===== src/rtl/clk_div_multi_if.sv =====
// Control and output bundle for the multi-channel clock divider.
// The master drives run/mode/divisor controls; the slave returns the divided outputs.
interface clk_div_multi_if #(
   parameter int NUM_CH = 4,
   parameter int CNT_W  = 16
);
   localparam int SEL_W = (NUM_CH > 1) ? $clog2(NUM_CH) : 1;

   logic [NUM_CH-1:0] en;
   logic [NUM_CH-1:0] mode;
   logic              sync;
   logic              div_wr;
   logic [SEL_W-1:0]  div_sel;
   logic [CNT_W-1:0]  div_data;
   logic [NUM_CH-1:0] clk_out;
   logic [NUM_CH-1:0] tick;

   modport master (
      output en, mode, sync, div_wr, div_sel, div_data,
      input  clk_out, tick
   );

   modport slave (
      input  en, mode, sync, div_wr, div_sel, div_data,
      output clk_out, tick
   );
endinterface


===== src/rtl/clk_div_multi.sv =====
// Multi-channel programmable clock divider: each channel emits a 50% square wave or a
// one-cycle tick every DIV cycles, with divisor changes deferred to period boundaries.
module clk_div_multi #(
   parameter int NUM_CH      = 4,
   parameter int CNT_W       = 16,
   parameter int DIV_DEFAULT = 50000
) (
   input logic            clk,
   input logic            rst_n,
   clk_div_multi_if.slave bus
);
   localparam logic [CNT_W-1:0] DIV_INIT = CNT_W'(DIV_DEFAULT);

   logic [CNT_W-1:0]  cnt      [NUM_CH];
   logic [CNT_W-1:0]  div_q    [NUM_CH];
   logic [CNT_W-1:0]  shadow   [NUM_CH];
   logic [CNT_W-1:0]  div_next [NUM_CH];
   logic [NUM_CH-1:0] pend;
   logic [NUM_CH-1:0] clk_out_q;
   logic [NUM_CH-1:0] tick_q;
   logic [NUM_CH-1:0] wr_hit;
   logic [NUM_CH-1:0] tc;
   logic [NUM_CH-1:0] apply_div;
   logic [CNT_W-1:0]  wr_val;

   // A write landing on the same edge as a boundary wins over any older pending value,
   // so it must be folded into the divisor chosen for that boundary.
   always_comb begin
      wr_val = (bus.div_data == '0) ? CNT_W'(1) : bus.div_data;
      for (int i = 0; i < NUM_CH; i++) begin
         wr_hit[i]    = bus.div_wr && (int'(bus.div_sel) == i);
         tc[i]        = (cnt[i] == div_q[i] - CNT_W'(1));
         apply_div[i] = bus.sync || !bus.en[i] || tc[i];
         div_next[i]  = wr_hit[i] ? wr_val : (pend[i] ? shadow[i] : div_q[i]);
      end
   end

   always_ff @(posedge clk or negedge rst_n) begin
      if (!rst_n) begin
         pend      <= '0;
         clk_out_q <= '0;
         tick_q    <= '0;
         for (int i = 0; i < NUM_CH; i++) begin
            cnt[i]    <= '0;
            div_q[i]  <= DIV_INIT;
            shadow[i] <= DIV_INIT;
         end
      end else begin
         for (int i = 0; i < NUM_CH; i++) begin
            if (apply_div[i]) begin
               div_q[i] <= div_next[i];
               pend[i]  <= 1'b0;
            end else if (wr_hit[i]) begin
               shadow[i] <= wr_val;
               pend[i]   <= 1'b1;
            end

            // Each output is forced low outside its own mode, so a mode switch takes effect next edge.
            if (bus.sync || !bus.en[i]) begin
               cnt[i]       <= '0;
               clk_out_q[i] <= 1'b0;
               tick_q[i]    <= 1'b0;
            end else if (tc[i]) begin
               cnt[i]       <= '0;
               clk_out_q[i] <= !bus.mode[i] && !clk_out_q[i];
               tick_q[i]    <= bus.mode[i];
            end else begin
               cnt[i]       <= cnt[i] + CNT_W'(1);
               clk_out_q[i] <= !bus.mode[i] && clk_out_q[i];
               tick_q[i]    <= 1'b0;
            end
         end
      end
   end

   assign bus.clk_out = clk_out_q;
   assign bus.tick    = tick_q;
endmodule


===== src/flat_wrapper.sv =====
// flat-port wrapper written by rule: the top's interface ports become plain ports
module clk_div_multi_flat 
#(
   parameter int NUM_CH      = 4,
   parameter int CNT_W       = 16,
   parameter int DIV_DEFAULT = 50000
)
  (clk, rst_n, bus_en, bus_mode, bus_sync, bus_div_wr, bus_div_sel, bus_div_data, bus_clk_out, bus_tick);
  clk_div_multi_if #(.NUM_CH(NUM_CH), .CNT_W(CNT_W)) bus_i ();
  input logic clk;
  input logic rst_n;
  input wire logic [$bits(bus_i.en)-1:0] bus_en;
  input wire logic [$bits(bus_i.mode)-1:0] bus_mode;
  input wire logic [$bits(bus_i.sync)-1:0] bus_sync;
  input wire logic [$bits(bus_i.div_wr)-1:0] bus_div_wr;
  input wire logic [$bits(bus_i.div_sel)-1:0] bus_div_sel;
  input wire logic [$bits(bus_i.div_data)-1:0] bus_div_data;
  output wire logic [$bits(bus_i.clk_out)-1:0] bus_clk_out;
  output wire logic [$bits(bus_i.tick)-1:0] bus_tick;
  assign bus_i.en = bus_en;
  assign bus_i.mode = bus_mode;
  assign bus_i.sync = bus_sync;
  assign bus_i.div_wr = bus_div_wr;
  assign bus_i.div_sel = bus_div_sel;
  assign bus_i.div_data = bus_div_data;
  assign bus_clk_out = bus_i.clk_out;
  assign bus_tick = bus_i.tick;
  clk_div_multi #(.NUM_CH(NUM_CH), .CNT_W(CNT_W), .DIV_DEFAULT(DIV_DEFAULT)) u_core (.clk(clk), .rst_n(rst_n), .bus(bus_i));
endmodule

===== config.mk =====
export PLATFORM = sky130hd
export DESIGN_NAME = clk_div_multi_flat
export DESIGN_NICKNAME = d
export VERILOG_FILES = /design/src/rtl/clk_div_multi_if.sv /design/src/rtl/clk_div_multi.sv /design/src/flat_wrapper.sv
export SDC_FILE = /design/constraint.sdc
export NUM_CORES = 1
export LEC_CHECK = 0
export ABC_AREA = 0
export ABC_CLOCK_PERIOD_IN_PS = 7400
export BUFFER_PORTS_ARGS = -buffer_cell sky130_fd_sc_hd__buf_2
export CAP_MARGIN = 20
export CORE_ASPECT_RATIO = 1.75
export CORE_MARGIN = 4
export CORE_UTILIZATION = 42
export CTS_BUF_LIST = sky130_fd_sc_hd__clkbuf_8 sky130_fd_sc_hd__clkbuf_16
export CTS_CLUSTER_DIAMETER = 100
export DETAILED_ROUTE_END_ITERATION = 10
export GPL_TIMING_DRIVEN = 0
export PLACE_DENSITY = 0.56
export SYNTH_ARGS = -nofsm -noshare
export SYNTH_HDL_FRONTEND = slang
export SYNTH_SLANG_ARGS = --single-unit

===== constraint.sdc =====
create_clock -name clk -period 7.4 [get_ports clk]
set_input_delay 1.11 -clock clk [delete_from_list [all_inputs] [get_ports clk]]
set_output_delay 1.11 -clock clk [all_outputs]
set_load 0.01 [all_outputs]

==> results.md <==
- Crit Path Category: reg2reg
- CTS tree: built
- First-pass GRT wire length: 47690 um
- CTS Buf Count: 22
- Total negative slack: 0 ns
- Fmax: 258.2 MHz
- Sink Count: ~200
- Initial Util: 42.51%
- Share of layout cells above drive strength 1: a little under a fifth
- CP max stage delay: 0.67 ns
- Fin nets: ~1200
- DR WL met2: 15890 um
- Setup slack after layout: 3.526 ns
- Reg clk slew, reported paths: ~0.07 ns
- Dpl cells: 1553
- Drc violations: 0
- Die ar.: 30490 um2
- Finish-stage setup viols: 0
- Final wirelength: ~29000 um
- Total power: about 3300 uW
- Vias in the first global route: around 9000
- Final ANT Viol Nets: 0
- Tot GR Track Use: 19.17%
- Finished Layout Cells: 1596
- Clock Path Buffers: 3
- Setup bufs post-CTS: 0
- Final hold vios: 0
- Critical Path Source Type: flop
- P_leak: 0.005295 uW
- Worst skew pair latency: ~0.52 ns
- 1st-iter DRT viols: 482
- Final worst-path cycle share: between 50% and 60%
- # port buffers: 21
- Power Density: 253.5 nW/um2
- Crit-path max FO: 10
- Total number of yosys warnings: 0
- Syn Inst Count: 1160
- Yosys reg bits: a little over 200
- H-tree depth: 1
- Post-DP HPWL: 21740 um
- Slowest stage cell, crit path: nor3b_1
- Via-to-Cell Ratio: 5.517
- RSZ-0062 raised after global routing: no
- Mean area per synthesized cell: about 10 um2
- Chip Width: 133.7 um
- Largest net degree at the start of global routing: between 90 and 100
- CP cell instances: clkbuf_1, inv_1, ha_1, nor3b_1, a41oi_1, nor3_1, o211a_1, nand4b_1, o211ai_2, buf_4, mux2_1
- Register area share after synthesis: 44.46%
- Post-CTS Resized: 0
- Worst r2r src: u_core.div_q[33]$_DFFE_PN0P_
- Internal reg-to-reg setup slack: 3.53 ns
- Count leader, synth: dfrtp_1
- Reg2Reg Depth: 11
- Top-area cell type share of the netlist area: 33.60%
- Post-synth top flop: dfrtp_1
- Synth cell types: 84
- Final Max Slew Viols: 0
- Setup Skew: approximately 0.014 ns
- Max Used Layer: met5
- Die Y: 228.0 um
- Critical Path AT: 4.28 ns
- GRT overflow: 0
- Core box area: 27330 um2
- Bufs and invs on worst path: 3
- EDFF count, synth: 0
- Via Count: 8805
- WP data required: 7.80 ns
- Minimum clock period: 3.874 ns
- Delay-heaviest family, CP: simple AND/OR/NAND/NOR gates
- Post-CTS Hold Buffers: 0
- Layout Utilization: approximately 48%
- Async SR Flop Fraction: 100.0%
- Pre-Repair DR Iteration Count: 4
- Status: finished clean
- WL met3: 885 um
- Crit end category: flop
- VDD IR max: 0.1885 mV
- Hold Path Class: in2async
- Most instantiated cells after synthesis: dfrtp_1 (156), nor2_1 (133), o22ai_1 (66), xnor2_1 (65), nand2_1 (63)
- DR WL/cell: between 15 and 20 um
- Mapped Area: 11620 um2
- Mapped Nets: 1198
- Io pins: 38
- Worst R2R End: u_core.shadow[39]$_DFFE_PN0P_
- Initial antenna violation count: 3
- FP Rows: 80
- Yosys top cell by area: dfrtp_1
- Synth area leaders: dfrtp_1 (34%), dfstp_2 (11%), xnor2_1 (4.9%), xor2_1 (4.6%), mux2_2 (4.4%)
- Root Driver: clkbuf_16
- Rel. slew slack: between 20% and 30%
- P&R area growth vs syn: 11.87%
- Placement Setup Slack: around 3.5 ns
- RD Place Congestion: 0.8900
- Max Cap Viol: 0
- Worst Tran Pin Value: about 1.0 ns
- DRT met1 WL: 11380 um
==> cell usage in the layout (no fill, tap or decap), types with 10 or more instances in the layout <==
cell and instances:
a21oi_1 17, a22oi_1 18, a22oi_2 10, a32oi_1 19
and2_1 19, and3_1 26, buf_2 34, clkbuf_1 43
clkbuf_16 23, dfrtp_1 156, dfstp_2 48, inv_1 43
mux2_2 45, nand2_1 63, nand3_1 53, nand4_1 13
nor2_1 133, nor3_1 11, nor4_1 23, o22ai_1 66
xnor2_1 65, xor2_1 61
==> worst max path at each step <==
stage / start / endpoint / cells after the start
2_1_floorplan: u_core.div_q[32]$_DFFE_PN0P_ / u_core.shadow[39]$_DFFE_PN0P_ / 11
4_1_cts: u_core.div_q[0]$_DFFE_PN0P_ / u_core.shadow[10]$_DFFE_PN0P_ / 10
6_report: u_core.div_q[33]$_DFFE_PN0P_ / u_core.shadow[39]$_DFFE_PN0P_ / 11
3_5_place_dp: u_core.div_q[0]$_DFFE_PN0P_ / u_core.shadow[10]$_DFFE_PN0P_ / 10
3_3_place_gp: rst_n / u_core.cnt[13]$_DFF_PN0_ / 1
5_1_grt: u_core.div_q[33]$_DFFE_PN0P_ / u_core.shadow[44]$_DFFE_PN0P_ / 11
==> where the power goes <==
part / switching (uW) / leakage [uW] / total [uW] / internal [uW]
clock network: 480 / 0.000379 / 1130 / 650
registers: 142 / 0.00252 / 1460 / 1320
logic: 388 / 0.00240 / 700 / 312
==> final cells by class <==
type | count | area, um2
fill | 2621 | 14330
timing repair buffer | 24 | 175.2
antenna | 3 | 7.507
sequential | 204 | 5165
inverter | 41 | 153.9
clock inverter | 16 | 145.1
clock buffer | 24 | 589.3
tap | 369 | 461.7
buffer | 75 | 355.3
multi-input combinational | 840 | 5943
==> sequential cells by signal, summed over array words and instances, names as in the netlist <==
register,count
u_core.shadow,64
u_core.div_q,64
u_core.bus.clk_out,4
u_core.pend,4
u_core.cnt,64
u_core.bus.tick,4
==> kinds of logic (layout without fill, tap and decap cells) <==
logic type,Yosys count,count (layout),synth area share [%]
simple gates,418,418,18.79
buf+inv,116,180,4.383
mux,71,71,7.119
fa+ha+maj,8,8,0.8616
other cells,0,3,0
compound gates,217,217,14.88
flops,204,204,44.46
xor+xnor,126,126,9.499
==> through the flow <==
stage	area [um2]	hold WS [ns]
6_report	13000	0.4490
5_1_grt	12990	0.4487
4_1_cts	12990	0.4371
3_5_place_dp	12250	0.4790
3_3_place_gp	12180	0.4771
2_1_floorplan	11620	0.4574
==> per-layer routing <==
layer	global-route usage, %	vias up
met5	0	-
met4	8.044	2
met3	2.756	54
met2	36.04	120
met1	21.16	4313
li1	-	4316
Note: power is estimated with default switching activity, not from simulation.
